### config.mk
export PLATFORM = sky130hd
export DESIGN_NAME = mem_page_reader_flat
export DESIGN_NICKNAME = d
export VERILOG_FILES = /design/src/rtl/mem_page_reader_if.sv /design/src/rtl/mem_page_reader.sv /design/src/flat_wrapper.sv
export SDC_FILE = /design/constraint.sdc
export NUM_CORES = 1
export LEC_CHECK = 0
export BUFFER_PORTS_ARGS = -buffer_cell sky130_fd_sc_hd__buf_2
export CAP_MARGIN = 20
export CORE_MARGIN = 2
export CORE_UTILIZATION = 50
export CTS_CLUSTER_DIAMETER = 50
export DETAILED_ROUTE_END_ITERATION = 6
export PLACE_DENSITY = 0.74
export SETUP_SLACK_MARGIN = 0.1
export SLEW_MARGIN = 20
export SYNTH_ARGS = -nofsm -noshare
export SYNTH_HDL_FRONTEND = slang
export SYNTH_SLANG_ARGS = --single-unit
export TNS_END_PERCENT = 30
### constraint.sdc
create_clock -name clk -period 2.2 [get_ports clk]
set_input_delay 0.22 -clock clk [delete_from_list [all_inputs] [get_ports clk]]
set_output_delay 0.22 -clock clk [all_outputs]
set_load 0.02 [all_outputs]
### src/rtl/mem_page_reader_if.sv
// Bus bundle between mem_page_reader, the paged read port of the BRAM
// stage and the downstream entry consumer. The master view is the reader;
// the slave view is everything the reader talks to (memory plus sink).
interface mem_page_reader_if #(
    parameter int RAM_WIDTH = 18,
    parameter int AW        = 10,
    parameter int PW        = 1
);
    // memory read port
    logic [AW-1:0]        addrb;
    logic [PW-1:0]        pageb;
    logic                 enb;
    logic                 regceb;
    logic                 rstb;
    logic [4:0]           nent_in;
    logic [RAM_WIDTH-1:0] doutb;
    // streamed entry output
    logic [RAM_WIDTH-1:0] dout;
    logic                 dout_valid;
    logic                 dout_ready;
    logic                 dout_last;

    modport master (
        output addrb, pageb, enb, regceb, rstb,
        input  nent_in, doutb,
        output dout, dout_valid, dout_last,
        input  dout_ready
    );

    modport slave (
        input  addrb, pageb, enb, regceb, rstb,
        output nent_in, doutb,
        input  dout, dout_valid, dout_last,
        output dout_ready
    );
endinterface

### src/rtl/mem_page_reader.sv
// Page reader: fetches a page's entry count, sweeps its read addresses,
// absorbs the fixed memory latency and streams entries through a
// credit-checked show-ahead skid FIFO.

// Invariant checker for the skid FIFO (never pushed while full).
module mem_page_reader_chk #(
    parameter int FIFO_DEPTH = 4,
    parameter int CW         = 3
) (
    input logic          clk,
    input logic          rst_n,
    input logic          i_push,
    input logic [CW-1:0] i_cnt
);
    a_no_overflow: assert property (@(posedge clk) disable iff (!rst_n)
        !(i_push && (i_cnt == CW'(FIFO_DEPTH))));
endmodule

module mem_page_reader #(
    parameter  int RAM_WIDTH  = 18,
    parameter  int RAM_DEPTH  = 1024,
    parameter  int PAGES      = 2,
    parameter  int RD_LATENCY = 2,
    parameter  int FIFO_DEPTH = 4,
    localparam int AW         = $clog2(RAM_DEPTH),
    localparam int PW         = PAGES / 2
) (
    input  logic          clk,
    input  logic          rst_n,
    input  logic          start,
    input  logic [PW-1:0] page_i,
    output logic          busy,
    output logic          done,
    mem_page_reader_if.master bus
);
    localparam int FW = $clog2(FIFO_DEPTH);
    localparam int CW = $clog2(FIFO_DEPTH + 1);

    localparam logic [2:0] S_IDLE  = 3'd0;
    localparam logic [2:0] S_FETCH = 3'd1;
    localparam logic [2:0] S_WAITN = 3'd2;
    localparam logic [2:0] S_READ  = 3'd3;
    localparam logic [2:0] S_DRAIN = 3'd4;
    localparam logic [2:0] S_DONE  = 3'd5;

    // Number of reads still travelling through the memory latency.
    function automatic logic [7:0] f_ones(input logic [RD_LATENCY-1:0] v);
        logic [7:0] n;
        n = 8'd0;
        for (int i = 0; i < RD_LATENCY; i++) begin
            n = n + {7'd0, v[i]};
        end
        return n;
    endfunction

    logic [2:0]           r_state;
    logic                 r_busy;
    logic                 r_done;
    logic [PW-1:0]        r_page;
    logic [4:0]           r_nent;
    logic [4:0]           r_rd_cnt;
    logic [AW-1:0]        r_addrb;
    logic [RD_LATENCY-1:0] r_pipe;
    logic [RAM_WIDTH-1:0] r_mem [FIFO_DEPTH];
    logic [FW-1:0]        r_wr_ptr;
    logic [FW-1:0]        r_rd_ptr;
    logic [CW-1:0]        r_cnt;
    logic [4:0]           r_idx;

    logic [2:0]           w_state_nx;
    logic                 w_issue;
    logic                 w_accept;
    logic [4:0]           w_rd_next;
    logic [7:0]           w_used;
    logic                 w_credit_ok;
    logic                 w_push;
    logic                 w_pop;
    logic                 w_valid;
    logic                 w_last;
    logic                 w_drained;

    assign w_accept    = (r_state == S_IDLE) && start;
    assign w_rd_next   = r_rd_cnt + 5'd1;
    // Pops in the current cycle are deliberately not credited back.
    assign w_used      = f_ones(r_pipe) + 8'(r_cnt);
    assign w_credit_ok = (w_used < 8'(FIFO_DEPTH));
    assign w_push      = r_pipe[RD_LATENCY-1];
    assign w_valid     = (r_cnt != CW'(0));
    assign w_pop       = w_valid && bus.dout_ready;
    assign w_last      = (r_idx == (r_nent - 5'd1));
    // Done once nothing is in flight and the final entry handshakes now.
    assign w_drained   = (r_pipe == '0) &&
                         (((r_cnt == CW'(0)) && (r_idx == r_nent)) ||
                          (w_pop && (r_cnt == CW'(1)) && w_last));

    // Next-state and address-issue decision.
    always_comb begin
        w_state_nx = r_state;
        w_issue    = 1'b0;
        case (r_state)
            S_IDLE: begin
                if (start) w_state_nx = S_FETCH;
                else       w_state_nx = S_IDLE;
            end
            S_FETCH: w_state_nx = S_WAITN;
            S_WAITN: begin
                if (bus.nent_in == 5'd0) w_state_nx = S_DONE;
                else                     w_state_nx = S_READ;
            end
            S_READ: begin
                if (w_credit_ok) begin
                    w_issue = 1'b1;
                    if (w_rd_next == r_nent) w_state_nx = S_DRAIN;
                    else                     w_state_nx = S_READ;
                end else begin
                    w_state_nx = S_READ;
                end
            end
            S_DRAIN: begin
                if (w_drained) w_state_nx = S_DONE;
                else           w_state_nx = S_DRAIN;
            end
            S_DONE:  w_state_nx = S_IDLE;
            default: w_state_nx = S_IDLE;
        endcase
    end

    // Control registers: state, status flags, page/count capture, address sweep.
    always_ff @(posedge clk or negedge rst_n) begin
        if (!rst_n) begin
            r_state  <= S_IDLE;
            r_busy   <= 1'b0;
            r_done   <= 1'b0;
            r_page   <= '0;
            r_nent   <= 5'd0;
            r_rd_cnt <= 5'd0;
            r_addrb  <= '0;
        end else begin
            r_state <= w_state_nx;
            r_busy  <= (w_state_nx == S_FETCH) || (w_state_nx == S_WAITN) ||
                       (w_state_nx == S_READ)  || (w_state_nx == S_DRAIN);
            r_done  <= (w_state_nx == S_DONE);
            if (w_accept) begin
                r_page   <= page_i;
                r_rd_cnt <= 5'd0;
                r_addrb  <= '0;
            end else if (r_state == S_WAITN) begin
                r_nent   <= bus.nent_in;
                r_rd_cnt <= 5'd0;
                r_addrb  <= '0;
            end else if (w_issue) begin
                r_rd_cnt <= w_rd_next;
                // Address stays on the last valid entry once the sweep ends.
                if (w_rd_next < r_nent) r_addrb <= AW'(w_rd_next);
                else                    r_addrb <= r_addrb;
            end else begin
                r_rd_cnt <= r_rd_cnt;
                r_addrb  <= r_addrb;
            end
        end
    end

    // Read-latency valid pipe, skid FIFO storage/pointers and pop index.
    always_ff @(posedge clk or negedge rst_n) begin
        if (!rst_n) begin
            r_pipe   <= '0;
            r_wr_ptr <= '0;
            r_rd_ptr <= '0;
            r_cnt    <= '0;
            r_idx    <= 5'd0;
            for (int i = 0; i < FIFO_DEPTH; i++) r_mem[i] <= '0;
        end else begin
            r_pipe[0] <= w_issue;
            for (int i = 1; i < RD_LATENCY; i++) r_pipe[i] <= r_pipe[i-1];
            if (w_push) begin
                r_mem[r_wr_ptr] <= bus.doutb;
                r_wr_ptr <= (r_wr_ptr == FW'(FIFO_DEPTH - 1)) ? '0 : r_wr_ptr + FW'(1);
            end
            if (w_pop) begin
                r_rd_ptr <= (r_rd_ptr == FW'(FIFO_DEPTH - 1)) ? '0 : r_rd_ptr + FW'(1);
            end
            case ({w_push, w_pop})
                2'b10:   r_cnt <= r_cnt + CW'(1);
                2'b01:   r_cnt <= r_cnt - CW'(1);
                default: r_cnt <= r_cnt;
            endcase
            if (w_accept)   r_idx <= 5'd0;
            else if (w_pop) r_idx <= r_idx + 5'd1;
            else            r_idx <= r_idx;
        end
    end

    assign bus.addrb      = r_addrb;
    assign bus.pageb      = r_page;
    assign bus.enb        = r_busy;
    assign bus.regceb     = r_busy;
    assign bus.rstb       = 1'b0;
    assign bus.dout       = r_mem[r_rd_ptr];
    assign bus.dout_valid = w_valid;
    assign bus.dout_last  = w_valid && w_last;
    assign busy           = r_busy;
    assign done           = r_done;

    mem_page_reader_chk #(.FIFO_DEPTH(FIFO_DEPTH), .CW(CW)) u_chk (
        .clk    (clk),
        .rst_n  (rst_n),
        .i_push (w_push),
        .i_cnt  (r_cnt)
    );
endmodule

### src/flat_wrapper.sv
// flat-port wrapper written by rule: the top's interface ports become plain ports
module mem_page_reader_flat 
#(
    parameter  int RAM_WIDTH  = 18,
    parameter  int RAM_DEPTH  = 1024,
    parameter  int PAGES      = 2,
    parameter  int RD_LATENCY = 2,
    parameter  int FIFO_DEPTH = 4,
    localparam int AW         = $clog2(RAM_DEPTH),
    localparam int PW         = PAGES / 2
)
  (clk, rst_n, start, page_i, busy, done, bus_addrb, bus_pageb, bus_enb, bus_regceb, bus_rstb, bus_nent_in, bus_doutb, bus_dout, bus_dout_valid, bus_dout_last, bus_dout_ready);
  mem_page_reader_if #(.RAM_WIDTH(RAM_WIDTH), .AW(10), .PW(1)) bus_i ();
  input  logic clk;
  input  logic rst_n;
  input  logic start;
  input  logic [PW-1:0] page_i;
  output logic busy;
  output logic done;
  output wire logic [$bits(bus_i.addrb)-1:0] bus_addrb;
  output wire logic [$bits(bus_i.pageb)-1:0] bus_pageb;
  output wire logic [$bits(bus_i.enb)-1:0] bus_enb;
  output wire logic [$bits(bus_i.regceb)-1:0] bus_regceb;
  output wire logic [$bits(bus_i.rstb)-1:0] bus_rstb;
  input wire logic [$bits(bus_i.nent_in)-1:0] bus_nent_in;
  input wire logic [$bits(bus_i.doutb)-1:0] bus_doutb;
  output wire logic [$bits(bus_i.dout)-1:0] bus_dout;
  output wire logic [$bits(bus_i.dout_valid)-1:0] bus_dout_valid;
  output wire logic [$bits(bus_i.dout_last)-1:0] bus_dout_last;
  input wire logic [$bits(bus_i.dout_ready)-1:0] bus_dout_ready;
  assign bus_addrb = bus_i.addrb;
  assign bus_pageb = bus_i.pageb;
  assign bus_enb = bus_i.enb;
  assign bus_regceb = bus_i.regceb;
  assign bus_rstb = bus_i.rstb;
  assign bus_i.nent_in = bus_nent_in;
  assign bus_i.doutb = bus_doutb;
  assign bus_dout = bus_i.dout;
  assign bus_dout_valid = bus_i.dout_valid;
  assign bus_dout_last = bus_i.dout_last;
  assign bus_i.dout_ready = bus_dout_ready;
  mem_page_reader #(.RAM_WIDTH(RAM_WIDTH), .RAM_DEPTH(RAM_DEPTH), .PAGES(PAGES), .RD_LATENCY(RD_LATENCY), .FIFO_DEPTH(FIFO_DEPTH)) u_core (.clk(clk), .rst_n(rst_n), .start(start), .page_i(page_i), .busy(busy), .done(done), .bus(bus_i));
endmodule
==> results.yml, run 1 <==
die:
  dieArea_mm2: 0.0112
  rows: 37
  die_w_um: 106
  num_io_pins: 64
  die_h_um: 106
  coreArea_mm2: 0.0102
  initial_core_util_pct: 50.7
finish:
  seq_area_mm2: 0.00268
  nets: 517
  final_area_mm2: 0.00620
  multiInputGateArea_mm2: 0.00248
  drive_gt1_share_pct: 50.3
  antenna_cells: 0
  area_growth_pct: 20.2
  n_fill_cell: 798
grt:
  grt_util_met2_pct: 31.3
  antenna_found_initial: 0
  grt_max_degree: 42
  grt-ovfl-total: 0
  grt_use_total_pct: 19.3
  grt_first_pass_wirelength_um: 16800
  grt_most_used_layer: "met2"
  met3_usage_pct: 4.21
  met1_usage_pct: 26.1
  grt_pass1_vias: 3414
pwr:
  swShare_pct: 37.3
  power.leakage_nw: 2.76
  max-vdd-ir-drop_uv: 649
  p_int_mw: 5.82
  seqPwrFrac_pct: 37.7
  p_sw_mw: 3.47
  p_per_area_mw_per_mm2: 1500
  p_comb_share_pct: 48.9
  total_power_mw: 9.29
  power_frac_clock_pct: 13.4
synthesis:
  ys_ff_latch: 107
  synth-async-reset-ratio_pct: 100
  synthDistinctLibCells: 41
  yosysWarnings: 0
  yosysSeqAreaShare_pct: 51.9
  ys.flop_type: "dfrtp_1"
  netlist_area_mm2: 0.00516
  synth.avg_cell_area_um2: 13.5
  syn_inst: 382
  synth_edf_count: 0
min_path:
  holdPathEnd: "u_core.r_nent[4]"
  hold_path_class: "in -> reg"
  hold_depth: 3
  hp-start: "bus_nent_in[4]"
run_status:
  status: "finished with violations"
  failed_checks: "negative setup slack"
route:
  drtAntennaViolNets: 0
  remaining_drc_errors: 0
  dr.first_iter.drc_count: 82
  wl_per_cell_um: 16.8
  num_vias: 3227
  dr.pass1.iters: 4
  vias_per_cell: 5.30
  drt-total-wl_um: 10200
sta:
  tightestPinTransition_ps: 543
  hold_viol_final: 0
  post-route-period-util_pct: 104
  setup_viol: 8
  tns_ps: -569
  drv_slew: 0
  fin_crit_ps: 2300
  fin_skew_ps: 8.56
  fmax_ghz: 0.435
  rsz0062_at_grt: "yes"
  worst_slack_ps: -96.9
  max_slew_margin_pct: 63.8
setup_path:
  critical_path.max_stage_delay_ps: 420
  reg2reg_slack_ps: -100
  crit_family: "adder cells"
  worstPathCellList: "ha_4, nand3_4, xnor2_2, ha_1, and4_4, a2111oi_4, buf_6, mux2i_4, nor2_2"
  cp.arrival_ps: 2560
  path_buf_inv: 1
  criticalPathCategory: "reg -> reg"
  cp-end-kind: "register"
  cp_max_fo: 5
  r2r_end: "u_core.bus.addrb[3]"
  required_ps: 2460
  timing.rr.start: "u_core.r_rd_cnt[0]"
  worst-r2r-cell-count: 9
  crit_path_top_delay_cell: "dfrtp_1"
  setup.worst_path.start_class: "register"
clock_tree:
  root_buffer: "clkbuf_8"
  cts.clk_slew.worst_paths_ps: 90
  clkSinkCount: 107
  cts_max_level: 3
  cts_tree: "done"
  cts_buffer_depth: 2
  clkLatencyLatePin_ps: 370
  numCtsBuffers: 9
placement:
  gp_congestion: 0.816
  pre_cts_ws_ps: -101
  io_buffers: 57
  place_area_mm2: 0.00575
  post-dp-hpwl_um: 6750
run:
  maxCapViolations: 0
==> timing repair <==
action                                  CTS  global route
hold buffers                              1             0
setup buffers                             6             2
resized for setup                        22            15
endpoints found under the setup margin   12            15
pin swaps                                17             9
hold endpoints to repair                 39             0
==> worst reg2reg max path, cell delays in order, from the launching register on <==
cell and delay [ps]:
dfrtp_1 420, ha_4 190, nand3_4 90, xnor2_2 150, ha_1 330, and4_4 180, a2111oi_4 350, buf_6 190
mux2i_4 260, nor2_2 40
==> final cells by class <==
cell class / instances / share of cell area, %
flip-flops and latches: 107 / 43.2
multi-input cells: 238 / 40.0
repair buffers: 93 / 9.72
well taps: 136 / 2.74
clock buffers: 12 / 2.34
inverters: 19 / 1.15
clock inverters: 4 / 0.887
==> layout by cell type, fill, tap and decap left out, drive strengths merged, types with 2 or more instances in the layout <==
master / count
clkbuf: 12
nand3: 4
mux2: 75
xor2: 8
buf: 92
or3: 3
mux4: 18
inv: 21
nor3: 3
nor3b: 2
nor4bb: 2
ha: 21
nand2: 18
mux2i: 8
dfrtp: 107
o211ai: 2
xnor2: 11
nand4: 2
nor2b: 2
conb: 6
nor2: 21
a21oi: 6
o21ai: 12
==> stage by stage <==
stage	utilization, %	hold WS (ps)	std cells
2_1_floorplan	-	-75.6	387
3_3_place_gp	56.5	232	584
3_5_place_dp	56.5	239	584
4_1_cts	60.1	61.6	607
5_1_grt	60.9	73.2	609
6_report	60.9	71.6	609
==> power by group through the flow <==
stage,clock (mW),sequential [mW],combinational (mW)
2_1_floorplan,0,3.31,3.20
3_3_place_gp,0,3.43,4.14
3_5_place_dp,0,3.51,4.25
4_1_cts,1.26,3.49,4.45
5_1_grt,1.35,3.61,4.94
6_report,1.24,3.50,4.55
==> per-layer routing <==
| metal | up-vias | part of all wire [%] |
|---|---|---|
| met1 | 1665 | 46 |
| met5 | - | 0 |
| met3 | 10 | 2.6 |
| li1 | 1509 | - |
| met2 | 43 | 50 |
| met4 | 0 | 1.2 |
==> how the worst max path moves through the flow <==
stage	startpoint	end	slack, ps	cells past startpoint
after floorplan	u_core.r_rd_cnt[0]	u_core.bus.addrb[0]	-40	8
after CTS	u_core.r_rd_cnt[0]	u_core.bus.enb	-20	10
final	u_core.r_rd_cnt[0]	u_core.bus.addrb[3]	-100	9
after detailed placement	u_core.r_rd_cnt[1]	u_core.bus.enb	-100	10
after global placement	u_core.r_rd_cnt[1]	u_core.bus.enb	-8	10
after global routing	u_core.r_rd_cnt[1]	u_core.bus.enb	-240	10
==> sequential cells by signal (all words and copies together) (netlist names) <==
signal,cells
u_core.r_mem,72
u_core.bus.addrb,5
u_core.r_idx,5
u_core.r_nent,5
u_core.r_rd_cnt,5
u_core.r_cnt,3
u_core.r_state,3
u_core.r_pipe,2
u_core.r_rd_ptr,2
u_core.r_wr_ptr,2
u_core.bus.enb,1
u_core.bus.pageb,1
u_core.done,1
==> synthesized netlist by cell type, types with 3 or more instances <==
master | count | area (um2)
dfrtp_1 | 107 | 2680
mux2_2 | 75 | 845
ha_1 | 21 | 263
inv_1 | 19 | 71.3
mux4_2 | 18 | 405
nand2_1 | 18 | 67.6
nor2_1 | 16 | 60.1
clkbuf_1 | 13 | 48.8
o21ai_0 | 12 | 60.1
xnor2_1 | 11 | 96.3
buf_4 | 8 | 60.1
mux2i_1 | 8 | 80.1
xor2_1 | 8 | 70.1
a21oi_1 | 6 | 30.0
nor2_2 | 5 | 31.3
nand3_1 | 4 | 20.0
nor3_1 | 3 | 15.0
==> cells by family (layout without fill, tap and decap cells) <==
logic type | after synthesis | in the layout | synth area share, %
muxes | 101 | 101 | 25.8
DFF | 107 | 107 | 51.9
AOI/OAI and AO/OA | 26 | 26 | 3.49
xor gates and xnor gates | 19 | 19 | 3.22
other | 1 | 6 | 0.0727
and+or+nand+nor | 65 | 65 | 6.81
buffers and inverters | 42 | 128 | 3.66
adders and majority gates | 21 | 21 | 5.09
(Power assumes the default switching activity.)
==> run 2, diff against run 1 <==
- CTS_BUF_LIST: unset -> sky130_fd_sc_hd__clkbuf_16
- GPL_TIMING_DRIVEN: unset -> 0
==> results.yml, run 2 (synthesized netlist as in run 1, its figures left out) <==
finish:
  drive_gt1_share_pct: 47.5
  finalNonFillerCells: 608
  final_cell_mix: "dfrtp_1 (106), mux2_2 (75), buf_2 (55)"
  final_common_cell: "dfrtp_1"
  top_register: "u_core.r_mem"
  largest_reg_flops: 72
  nets: 516
  antenna_cells: 0
  area_growth_pct: 20.5
clock_tree:
  root_buffer: "clkbuf_16"
  cts_max_level: 3
  clkLatencyLatePin_ps: 340
  clkSinkCount: 107
  cts_buffer_depth: 2
  numCtsBuffers: 9
  cts.clk_slew.worst_paths_ps: 70
  cts_tree: "done"
pwr:
  max-vdd-ir-drop_uv: 692
  p_per_area_mw_per_mm2: 1520
  swShare_pct: 36.2
  p_sw_mw: 3.42
  seqPwrFrac_pct: 36.3
  power_frac_clock_pct: 16.9
  p_comb_share_pct: 46.8
  total_power_mw: 9.45
  p_int_mw: 6.03
  power.leakage_nw: 2.78
route:
  num_vias: 3199
  drtAntennaViolNets: 0
  dr.pass1.iters: 6
  wl_per_cell_um: 15.7
  dr.first_iter.drc_count: 160
  drt-total-wl_um: 9570
  remaining_drc_errors: 0
  vias_per_cell: 5.26
run_status:
  status: "finished with violations"
  failed_checks: "negative setup slack"
placement:
  gp_congestion: 0.820
  post-dp-hpwl_um: 6490
  dp.cells: 581
  pre_cts_ws_ps: -376
  io_buffers: 57
run:
  maxCapViolations: 0
grt:
  grt_most_used_layer: "met2"
  grt_pass1_vias: 3347
  grt-ovfl-total: 0
  met3_usage_pct: 3.90
  grt_max_degree: 77
  grt_util_met2_pct: 30.5
  antenna_found_initial: 0
  grt_first_pass_wirelength_um: 16400
  met1_usage_pct: 25.2
  grt_use_total_pct: 18.5
sta:
  drv_slew: 0
  worst_slack_ps: -73.3
  fmax_ghz: 0.440
  max_slew_margin_pct: 51.3
  fin_skew_ps: 9.14
  tightestPinTransition_ps: 728
  hold_viol_final: 0
  post-route-period-util_pct: 103
  rsz0062_at_grt: "yes"
  fin_crit_ps: 2270
  setup_viol: 6
die:
  rows: 37
  coreArea_mm2: 0.0102
  initial_core_util_pct: 50.7
  die_h_um: 106
  dieArea_mm2: 0.0112
  die_w_um: 106
  num_io_pins: 64
setup_path:
  cp-end-kind: "register"
  setup.worst_path.start_class: "register"
  criticalPathCategory: "reg -> reg"
  required_ps: 2400
  cp_max_fo: 5
  cp.arrival_ps: 2480
min_path:
  hold_path_class: "in -> reg"
## run 2: cell count changes in the layout (fill, tap and decap cells not counted), sizes merged
cell	previous run	this run
buf	92	77
clkbuf	12	23
inv	21	23
clkinv	0	1
## run 2: power groups by stage
stage               Clock [mW]  Sequential, mW  Combinational (mW)
global placement             0            3.37                4.02
global route              1.72            3.55                4.84
floorplan                    0            3.31                3.20
finish                    1.59            3.43                4.43
detailed placement           0            3.44                4.15
CTS                       1.64            3.41                4.30
## run 2: final cells by class
type	count	area [um2]
well taps	136	170
clock inverters	7	66.3
multi-input cells	238	2450
repair buffers	69	414
clock buffers	9	225
flip-flops and latches	107	2680
fillers	815	3960
inverters	19	73.8
plain buffers	23	139
## run 2: what timing repair did
item | CTS | global route
buffers inserted | 8 | 2
endpoints found under the hold margin | 31 | 0
hold buffers | 1 | 0
cloned | 0 | 0
endpoints found under the setup margin | 46 | 44
resized for setup | 19 | 23
pin swaps | 3 | 12
## run 2: path summary, 6_finish.rpt
check	from	to	slack (ps)	cells after the start
setup / recovery	u_core.r_rd_cnt[0]	u_core.bus.addrb[4]	-70	9
hold / removal	bus_nent_in[2]	u_core.r_nent[2]	100	3
hold reg to reg	u_core.r_mem[33]	u_core.r_mem[33]	510	1
setup reg to reg	u_core.r_rd_cnt[0]	u_core.bus.addrb[4]	-70	9
min in group asynchronous	rst_n	u_core.r_nent[1]	320	2
max in group asynchronous	rst_n	u_core.r_mem[7]	1220	3
## run 2: metrics by stage
stage	setup TNS (ps)	hold slack, ps	utilization (%)	cell area [um2]
after global routing	-1270	104	61.1	6220
after global placement	-24090	430	55.4	5640
final	-270	96.2	61.1	6220
after detailed placement	-2510	129	55.8	5680
after CTS	-908	91.1	59.9	6100
after floorplan	-183	-75.6	-	5190
## run 2: worst max-delay path: stages, from the launching register on
cell,delay (ps)
dfrtp_1,420
buf_4,160
nand3_2,110
xnor2_2,180
ha_1,310
and4_4,210
a2111oi_4,290
buf_6,180
mux2i_2,230
nor2_2,50
## run 2: per-layer routing
metal,vias to the layer above,share of wire [%]
met1,1627,45
met2,46,50
met5,-,0
met3,11,3.1
met4,0,1.1
li1,1515,-
==> run 3, diff against run 2 <==
- CORE_UTILIZATION: 50 -> 45
- PLACE_DENSITY: 0.74 -> 0.68
- REMOVE_ABC_BUFFERS: unset -> 1
==> results.yml, run 3 (synthesized netlist as in run 1, its figures left out) <==
run_status:
  status: "finished with violations"
  failed_checks: "negative setup slack"
pwr:
  p_int_mw: 6.35
  total_power_mw: 9.84
  max-vdd-ir-drop_uv: 1160
  p_per_area_mw_per_mm2: 1570
  power.leakage_nw: 2.75
  power_frac_clock_pct: 17.6
  p_sw_mw: 3.49
  p_comb_share_pct: 45.1
  swShare_pct: 35.4
  seqPwrFrac_pct: 37.4
grt:
  grt_max_degree: 57
  grt_pass1_vias: 3250
  antenna_found_initial: 0
  grt_use_total_pct: 16.7
  grt-ovfl-total: 0
  grt_first_pass_wirelength_um: 16300
sta:
  rsz0062_at_grt: "yes"
  holdWs_ps: 91.1
  setup_viol: 8
  tightestPinTransition_ps: 966
  fmax_ghz: 0.442
  drv_slew: 0
  fin_skew_ps: 5.23
  post-route-period-util_pct: 103
  max_slew_margin_pct: 35.5
  fin_crit_ps: 2260
  worst_slack_ps: -61.7
  hold_viol_final: 0
setup_path:
  required_ps: 2430
  crit_path_top_delay_cell: "dfrtp_1"
  worst-r2r-cell-count: 9
  timing.rr.start: "u_core.r_rd_cnt[0]"
  reg2reg_slack_ps: -60
  setup.worst_path.start_class: "register"
  criticalPathCategory: "reg -> reg"
  critical_path.max_stage_delay_ps: 410
  r2r_end: "u_core.bus.addrb[4]"
  cp_max_fo: 3
  cp.arrival_ps: 2490
  worstPathCellList: "ha_4, nand3_4, xnor2_2, ha_1, and4_4, a2111oi_4, buf_4, mux2i_2, nor2_2"
  cp-end-kind: "register"
finish:
  finalNonFillerCells: 598
  post-route-util_pct: 55.2
  final_common_cell: "dfrtp_1"
  final_area_mm2: 0.00625
  antenna_cells: 0
  final_cell_mix: "dfrtp_1 (102), mux2_2 (75), buf_2 (46)"
  largest_reg_flops: 72
  nets: 499
  drive_gt1_share_pct: 49.5
  top_register: "u_core.r_mem"
  area_growth_pct: 21.1
die:
  dieArea_mm2: 0.0123
  coreArea_mm2: 0.0113
  rows: 39
  die_h_um: 111
  die_w_um: 111
  num_io_pins: 64
  initial_core_util_pct: 45.6
clock_tree:
  root_buffer: "clkbuf_16"
  cts_tree: "done"
  cts.clk_slew.worst_paths_ps: 70
  clkSinkCount: 107
  numCtsBuffers: 9
  cts_max_level: 3
  clkLatencyLatePin_ps: 350
  cts_buffer_depth: 2
min_path:
  holdPathEnd: "u_core.r_nent[2]"
  hp-start: "bus_nent_in[2]"
  hold_depth: 3
  hold_path_class: "in -> reg"
route:
  wl_per_cell_um: 16.3
  dr.first_iter.drc_count: 145
  drtAntennaViolNets: 0
  num_vias: 3154
  drt-total-wl_um: 9730
  dr.pass1.iters: 4
  vias_per_cell: 5.27
  remaining_drc_errors: 0
run:
  maxCapViolations: 0
placement:
  gp_congestion: 0.753
  dp.cells: 566
  io_buffers: 57
  post-dp-hpwl_um: 6390
  place_area_mm2: 0.00557
run 3: cell count changes in the layout (fill, tap and decap cells not counted), sizes merged:
cell	before	now
clkbuf	23	9
inv	23	22
bufinv	1	2
buf	77	74
run 3: cell type report:
type,instances,area (um2)
clock buffers,9,225
flip-flops and latches,107,2690
well taps,143,179
repair buffers,75,519
multi-input cells,238,2470
fillers,920,5070
clock inverters,7,100
inverters,19,71.3
run 3: power by group through the flow:
stage                     Sequential [mW]  Clock [mW]  Combinational (mW)
after floorplan                      3.49           0                2.93
after global placement               3.61           0                3.70
after detailed placement             3.68           0                3.85
after CTS                            3.66        1.78                4.06
after global routing                 3.82        1.85                4.82
final                                3.68        1.73                4.43
run 3: metal layers:
metal	global-route usage, %	vias up	wire [um]
met3	4.92	11	365
met2	28.3	60	5010
met5	0	-	0
li1	-	1474	-
met1	21.2	1609	4220
met4	4.36	0	138
run 3: worst max path at each step:
stage | start | endpoint | slack [ps] | depth (start not counted)
after floorplan | u_core.r_pipe[1] | u_core.bus.addrb[0] | -240 | 7
after global placement | u_core.r_pipe[1] | u_core.bus.addrb[0] | -470 | 7
after detailed placement | u_core.r_pipe[1] | u_core.bus.addrb[3] | -450 | 7
after CTS | u_core.r_rd_cnt[0] | u_core.bus.addrb[1] | -70 | 10
after global routing | u_core.r_rd_cnt[0] | u_core.bus.addrb[4] | -180 | 9
final | u_core.r_rd_cnt[0] | u_core.bus.addrb[4] | -60 | 9
run 3: critical path, delay by kind of cell (launching register included):
kind | cells | cell delay, ps
compound gates | 1 | 350
xor+xnor | 1 | 150
fa+ha+maj | 2 | 490
buf+inv | 1 | 190
flops | 1 | 410
mux | 1 | 220
simple gates | 3 | 330
run 3: timing repair:
action                                  in CTS  in global routing
pin swaps                                   11                 13
buffers inserted                            10                  5
endpoints found under the setup margin      32                 23
gates resized for setup                     22                 37
hold buffers                                 1                  0
endpoints found under the hold margin       51                  0
run 3: through the flow:
stage | setup TNS (ps) | setup slack, ps
2_1_floorplan | -1210 | -243
3_3_place_gp | -28500 | -466
3_5_place_dp | -3050 | -450
4_1_cts | -382 | -69.9
5_1_grt | -1130 | -184
6_report | -324 | -61.7
